[src/rtl/l1i_line_fetcher.sv]
// L1 I-cache line fetcher: issues LINE_WORDS single-word SDRAM reads per miss and streams them to the data array.
// Optional TIMEOUT_EN macro adds a WAIT watchdog that aborts the line with an err pulse.
module l1i_line_fetcher #(
   parameter int unsigned LINE_WORDS = 4,
   parameter int unsigned IDX_W      = 2,
   parameter int unsigned TIMEOUT    = 255
) (
   input  logic             clk,
   input  logic             reset,
   input  logic             req,
   input  logic [26:0]      req_addr,
   output logic             busy,
   output logic             line_done,
   output logic             err,
   output logic             wr_en,
   output logic [IDX_W-1:0] wr_idx,
   output logic [31:0]      wr_data,
   output logic [26:0]      bus_i_sdram_addr,
   output logic             bus_i_sdram_start,
   input  logic [31:0]      bus_i_sdram_q,
   input  logic             bus_i_sdram_done,
   input  logic             bus_i_sdram_ready
);

   localparam int unsigned ADDR_W = 27;
   localparam int unsigned DATA_W = 32;

   typedef enum logic [1:0] {
      IDLE  = 2'd0,
      ISSUE = 2'd1,
      WAIT  = 2'd2
   } state_t;

   if (LINE_WORDS != (1 << IDX_W) || LINE_WORDS < 2 || LINE_WORDS > 16 ||
       TIMEOUT < 1 || TIMEOUT > 255) begin : g_bad_param
      $error("l1i_line_fetcher: illegal LINE_WORDS/IDX_W/TIMEOUT combination");
   end

   state_t              state_q, state_d;
   logic [ADDR_W-1:0]   base_q, base_d;
   logic [IDX_W-1:0]    cnt_q, cnt_d;
   logic                issue_c;
   logic                busy_d, line_done_d, err_d, wr_en_d, start_d;
   logic [IDX_W-1:0]    wr_idx_d;
   logic [DATA_W-1:0]   wr_data_d;
   logic [ADDR_W-1:0]   addr_d;
`ifdef TIMEOUT_EN
   logic [7:0]          wdog_q, wdog_d;
`endif

   // Next-state and next-output logic; a start is launched on the same edge the
   // word slot opens when ready is already high, otherwise ISSUE holds until it is.
   always_comb begin
      state_d     = state_q;
      base_d      = base_q;
      cnt_d       = cnt_q;
      busy_d      = busy;
      line_done_d = 1'b0;
      err_d       = 1'b0;
      wr_en_d     = 1'b0;
      start_d     = 1'b0;
      wr_idx_d    = wr_idx;
      wr_data_d   = wr_data;
      addr_d      = bus_i_sdram_addr;
      issue_c     = 1'b0;
`ifdef TIMEOUT_EN
      wdog_d      = wdog_q;
`endif
      case (state_q)
         IDLE: begin
            if (req) begin
               base_d  = req_addr & ~ADDR_W'(LINE_WORDS - 1);
               cnt_d   = '0;
               busy_d  = 1'b1;
               state_d = ISSUE;
               issue_c = 1'b1;
            end
         end
         ISSUE: begin
            issue_c = 1'b1;
         end
         WAIT: begin
            // done coinciding with our own start cycle cannot belong to this read
            if (bus_i_sdram_done && !bus_i_sdram_start) begin
               wr_en_d   = 1'b1;
               wr_idx_d  = cnt_q;
               wr_data_d = bus_i_sdram_q;
               if (cnt_q == IDX_W'(LINE_WORDS - 1)) begin
                  line_done_d = 1'b1;
                  busy_d      = 1'b0;
                  state_d     = IDLE;
               end else begin
                  cnt_d   = IDX_W'(cnt_q + 1'b1);
                  state_d = ISSUE;
                  issue_c = 1'b1;
               end
            end
`ifdef TIMEOUT_EN
            else if (wdog_q == 8'(TIMEOUT - 1)) begin
               err_d   = 1'b1;
               busy_d  = 1'b0;
               state_d = IDLE;
            end else begin
               wdog_d = 8'(wdog_q + 1'b1);
            end
`endif
         end
         default: state_d = IDLE;
      endcase
      if (issue_c && bus_i_sdram_ready) begin
         start_d = 1'b1;
         addr_d  = base_d + ADDR_W'(cnt_d);
         state_d = WAIT;
`ifdef TIMEOUT_EN
         wdog_d  = '0;
`endif
      end
   end

   // State and registered outputs
   always_ff @(posedge clk or negedge reset) begin
      if (!reset) begin
         state_q           <= IDLE;
         base_q            <= '0;
         cnt_q             <= '0;
         busy              <= 1'b0;
         line_done         <= 1'b0;
         err               <= 1'b0;
         wr_en             <= 1'b0;
         wr_idx            <= '0;
         wr_data           <= '0;
         bus_i_sdram_addr  <= '0;
         bus_i_sdram_start <= 1'b0;
`ifdef TIMEOUT_EN
         wdog_q            <= '0;
`endif
      end else begin
         state_q           <= state_d;
         base_q            <= base_d;
         cnt_q             <= cnt_d;
         busy              <= busy_d;
         line_done         <= line_done_d;
         err               <= err_d;
         wr_en             <= wr_en_d;
         wr_idx            <= wr_idx_d;
         wr_data           <= wr_data_d;
         bus_i_sdram_addr  <= addr_d;
         bus_i_sdram_start <= start_d;
`ifdef TIMEOUT_EN
         wdog_q            <= wdog_d;
`endif
      end
   end

endmodule
[config.mk]
export PLATFORM = sky130hd
export DESIGN_NAME = l1i_line_fetcher
export DESIGN_NICKNAME = d
export VERILOG_FILES = /design/src/rtl/l1i_line_fetcher.sv
export SDC_FILE = /design/constraint.sdc
export NUM_CORES = 1
export LEC_CHECK = 0
export CORE_UTILIZATION = 30
export DETAILED_ROUTE_END_ITERATION = 10
export GPL_TIMING_DRIVEN = 0
export MAX_ROUTING_LAYER = met4
export PLACE_DENSITY = 0.61
export SLEW_MARGIN = 20
export SYNTH_ARGS = -nofsm -noshare
export SYNTH_HDL_FRONTEND = slang
export SYNTH_SLANG_ARGS = --single-unit
[constraint.sdc]
create_clock -name clk -period 7.65 [get_ports clk]
set_clock_uncertainty 0.2 [all_clocks]
set_input_delay 1.1475 -clock clk [delete_from_list [all_inputs] [get_ports clk]]
set_output_delay 1.1475 -clock clk [all_outputs]
set_load 0.01 [all_outputs]
---- Word level (Yosys, flattened, before mapping) ----
Index checks and enable logic that the tools add are counted.
storage, ports and cells
  bits in registers ....................... 96
  input port bits ......................... 64
  output and inout bits ................... 66
  logic and storage cells ................. 54
cells by class
  add/subtract/negate cells ............... 2
  equality and inequality tests ........... 9
  muxes and demuxes ....................... 25
  reduce and logical (&&, ||, !) cells .... 8
operators with widths
  cell                                                                   number
  27-bit 2-to-1 mux                                                      2
  27-bit by 2-bit adder with 27-bit output                               1
  1-bit 2-to-1 mux                                                       13
  2-bit 2-to-1 mux                                                       6
  2-bit inequality test, second input constant                           4
  3-bit inequality test, second input constant                           2
  2-bit one-hot mux with 3 select lines                                  1
  2-bit equality test, second input constant                             2
  2-bit one-hot mux with 2 select lines                                  1
  4-bit AND reduction                                                    1
  1-bit one-hot mux with 3 select lines                                  1
  3-bit AND reduction                                                    1
  2-bit by 1-bit adder with 2-bit output, second input constant          1
  2-bit by 1-bit equality test with 1-bit output, second input constant  1
  1-bit logical AND                                                      2
  2-bit logical NOT                                                      1
  1-bit one-hot mux with 2 select lines                                  1
  2-bit AND reduction                                                    1
  2-bit nonzero test                                                     1
  1-bit logical NOT                                                      1

---- Depth between registers and ports, before layout ----
  depth in word-level cells ............... 7
  gate-level depth with buffers ........... 12
  mapped depth without buffers ............ 10

---- Least setup slack after synthesis ----
Ideal clock, no wire load.
  path kind ............................... in2reg
  start ................................... input port req
  end ..................................... register bus_i_sdram_addr[23]
  data arrival time ....................... 3.931 ns
  path slack .............................. 3.393 ns
  cell stages on the path ................. 11
  path buffers ............................ 3
  cell sequence ........................... or3b_4 buf_6 clkbuf_1 clkbuf_1 and2_1 ha_1 a21oi_1 nor4_2 o22ai_2 o311a_1 a221o_1
between the ends
  word-level cells in the longest chain between the ends .. 3
  elaborated cells between the ends (all ways) .. 8
  those cells by class .................... 1 x add/sub; 6 x mux; 1 x reduce/logical
RTL lines
  what                                      RTL line  source
  from (decl)                               10        input logic req,
  27-bit 2-to-1 mux                         71        if (req) begin
  27-bit 2-to-1 mux                         69        case (state_q)
  named net base_d[1]                       40        logic [ADDR_W-1:0] base_q, base_d;
  27-bit by 2-bit adder with 27-bit output  112       addr_d = base_d + ADDR_W'(cnt_d);
  to (signal assigned)                      147       bus_i_sdram_addr <= addr_d;
  to (decl)                                 18        output logic [26:0] bus_i_sdram_addr,
The timed path passes the listed nets, and every way through them passes these cells.
A chain may end at the register's enable or synchronous reset.

---- Worst setup path in the final report ----
  start ................................... input port req
  end ..................................... register bus_i_sdram_addr[23]
between the ends
  word-level cells in the longest chain between the ends .. 3
  elaborated cells between the ends (all ways) .. 8
  those cells by class .................... 1 x add/sub; 6 x mux; 1 x reduce/logical
RTL lines
  what                                      RTL line  source
  2-bit 2-to-1 mux                          71
  2-bit one-hot mux with 2 select lines     69
  named net cnt_d[0]                        41        logic [IDX_W-1:0] cnt_q, cnt_d;
  27-bit by 2-bit adder with 27-bit output  112
The timed path passes the listed nets, and every way through them passes these cells.

==> metrics.cfg <==
[layout]
multiInputGateArea_um2 = 1861
drive_gt1_share_pct = 13.10
finalNetCount = 605
regArea_um2 = 2402
n_antenna_cell = 0
areaGrowthSynthToFinish_pct = 41.58
num-fill-cells = 1321

[timing]
maxSlewHeadroom_pct = 43.08
rsz0062_at_grt = no
tightestPinTransition_ns = 0.8467
tns_ns = 0
max_freq_mhz = 192.8
setup_violations = 0
finalWorstSetupSlack_ns = 2.462
slew_viol_final = 0
period_share_pct = 67.82
period_minus_slack_ns = 5.188
hold_violations = 0

[floorplanning]
die_width_um = 123.0
die_area_um2 = 15120
die_y_um = 123.0
ios = 130
placementRows = 43
start_util_pct = 31.15
core_area_um2 = 14100

[detailed_routing]
drtIter0Drc = 209
drt-vias-per-instance = 5.010
drcViolationCount = 0
avgRoutedWirePerCell_um = 16.53
first_pass_iters = 4
wl_um = 11940
antenna_left = 0
via_count = 3617

[clocking]
numClockSinks = 96
cts_inserted_buffers = 9
cts-root-buf = clkbuf_16
clk_latency_ns = 0.35
cts_max_level = 3
holdBufCountCts = 0
postCtsSetupRepairBufs = 0
cts_tree = built
clockBufferDepth = 2
cts_resized = 0
clk_pin_slew_worst_paths_ns = 0.07

[global_route]
antenna_found_initial = 0
busiest_layer = met2
globalRouteMet1Util_pct = 22.00
grt_pass1_vias = 3531
grt-ovfl-total = 0
grtUsageMet3_pct = 2.629
grt_max_degree = 55
grt_first_pass_wirelength_um = 18640
grt_util_all_layers_pct = 16.94
use_met2_pct = 26.47

[synth]
synth_cell_types = 54
synth-main-ff-cell = dfrtp_1
synth_top_area_share_pct = 54.72
ys_async_sr_fraction_pct = 100.0
ys_warn_count = 0
syn_inst = 400
synth.area.top_cells = dfrtp_1 55%, mux2_2 11%, nand2_1 6.8%
syn_area_per_cell_um2 = 10.98
synth_nets = 467
synth_edf_count = 0
yosysTopAreaCell = dfrtp_1
synth_seq_cells = 96
netlist_area_um2 = 4390
ys_seq_area_share_pct = 54.72

[power_and_ir_drop]
p_total_mw = 2.347
max-vdd-ir-drop_uv = 106.2
power_density_nw_per_um2 = 377.6
leakage_nw = 2.639

[place]
io_buffers = 126
preCtsSetupSlack_ns = 2.082
dp_hpwl_um = 8898
place.gp.congestion = 0.8339

[critical_path]
critPathKind = in2reg
crit_fanout = 10
end_kind = flop
cp-start-kind = input pin
arrival_ns = 5.22
required_ns = 7.68

[flow_run]
cap_violations = 0

[outcome]
status = complete, no violations

[min_path]
hold_class = reg2reg

metal layers:
layer | vias to the layer above | routed length [um]
met2 | 92 | 5733
met4 | 0 | 222
met5 | - | 0
li1 | 1697 | -
met1 | 1811 | 5467
met3 | 17 | 511
cell usage after synthesis, types with 2 or more instances:
library cell / count
mux2_2: 41
ha_1: 2
a31oi_1: 2
and3_1: 7
o2111ai_1: 5
or4_1: 2
o211ai_1: 2
o21a_1: 3
nor4_2: 2
nor4_1: 4
inv_1: 9
xnor2_1: 3
nor3_1: 7
buf_4: 2
nand2b_1: 2
or3_1: 5
o221ai_1: 3
mux2i_1: 10
o31ai_1: 5
a21oi_1: 3
buf_2: 3
a221o_1: 2
dfrtp_1: 96
buf_1: 3
clkbuf_1: 10
o311a_1: 2
and2_1: 3
nand4_1: 4
xor2_1: 10
nor2_1: 9
o21ai_0: 19
nand3_1: 19
nand2_1: 80
flip-flops by register name, indices dropped and copies added, names as in the netlist:
| name | flops |
|---|---|
| wr_data | 32 |
| base_q | 27 |
| bus_i_sdram_addr | 27 |
| cnt_q | 2 |
| state_q | 2 |
| wr_idx | 2 |
| bus_i_sdram_start | 1 |
| busy | 1 |
| line_done | 1 |
| wr_en | 1 |
kinds of logic (layout without fill, tap and decap cells):
logic type | Yosys count | after routing | share of synthesized area [%]
muxes | 51 | 51 | 12.80
DFF | 96 | 96 | 54.72
adders and majority gates | 3 | 3 | 1.026
and+or+nand+nor | 152 | 152 | 17.10
buffers and inverters | 29 | 171 | 2.907
AOI/OAI and AO/OA | 55 | 55 | 8.778
other | 1 | 1 | 0.08541
xor gates and xnor gates | 13 | 13 | 2.593
metrics by stage:
| stage | cells | utilization [%] | instance area, um2 | hold WS [ns] |
|---|---|---|---|---|
| 2_1_floorplan | 400 | - | 4390 | 0.2536 |
| 3_3_place_gp | 706 | 41.69 | 5877 | 0.2647 |
| 3_5_place_dp | 707 | 41.90 | 5906 | 0.2693 |
| 4_1_cts | 722 | 44.10 | 6216 | 0.2856 |
| 5_1_grt | 722 | 44.10 | 6216 | 0.3096 |
| 6_report | 722 | 44.10 | 6216 | 0.2824 |
path summary, 6_finish.rpt:
kind	start	endpoint	slack [ns]	depth (start not counted)
worst min register to register	bus_i_sdram_addr[3]$_DFFE_PN0P_	bus_i_sdram_addr[3]$_DFFE_PN0P_	0.28	2
min in group asynchronous	reset	wr_data[28]$_DFFE_PN0P_	0.50	1
worst max-delay path	req	bus_i_sdram_addr[23]$_DFFE_PN0P_	2.46	13
max in group asynchronous	reset	wr_data[19]$_DFFE_PN0P_	6.14	2
worst min-delay path	bus_i_sdram_addr[3]$_DFFE_PN0P_	bus_i_sdram_addr[3]$_DFFE_PN0P_	0.28	2
worst max register to register	state_q[1]$_DFFE_PN0P_	bus_i_sdram_addr[23]$_DFFE_PN0P_	3.41	12
critical path, stage by stage:
cell             delay [ns]
clkdlybuf4s50_1        0.44
or3b_4                 0.28
buf_6                  0.16
clkbuf_1               0.50
clkbuf_1               0.39
a21oi_1                0.13
nor2_1                 0.18
ha_1                   0.23
a21oi_1                0.16
nor4_2                 0.66
o22ai_2                0.29
o311a_1                0.38
a221o_1                0.25
layout make-up:
class	instances	share of cell area (%)
clock inverters	5	1.308
well taps	180	3.623
multi-input cells	275	29.93
repair buffers	127	20.75
plain buffers	19	1.449
inverters	10	0.6039
clock buffers	10	3.684
flip-flops and latches	96	38.65
layout by cell type (no fill, tap or decap), types with 5 or more instances in the layout:
cell type | netlist | final
o2111ai_1 | 5 | 5
o21ai_0 | 19 | 19
nor2_1 | 9 | 9
and3_1 | 7 | 7
inv_1 | 9 | 9
nand2_1 | 80 | 80
nand3_1 | 19 | 19
mux2i_1 | 10 | 10
xor2_1 | 10 | 10
clkbuf_1 | 10 | 11
mux2_2 | 41 | 41
or3_1 | 5 | 5
clkbuf_16 | 0 | 9
dfrtp_1 | 96 | 96
clkdlybuf4s50_1 | 0 | 125
o31ai_1 | 5 | 5
nor3_1 | 7 | 7
where the power goes:
part	internal [mW]	switching [mW]
clock network	0.285	0.193
logic	0.529	0.461
registers	0.744	0.135
Note: power is estimated with default switching activity, not from simulation.
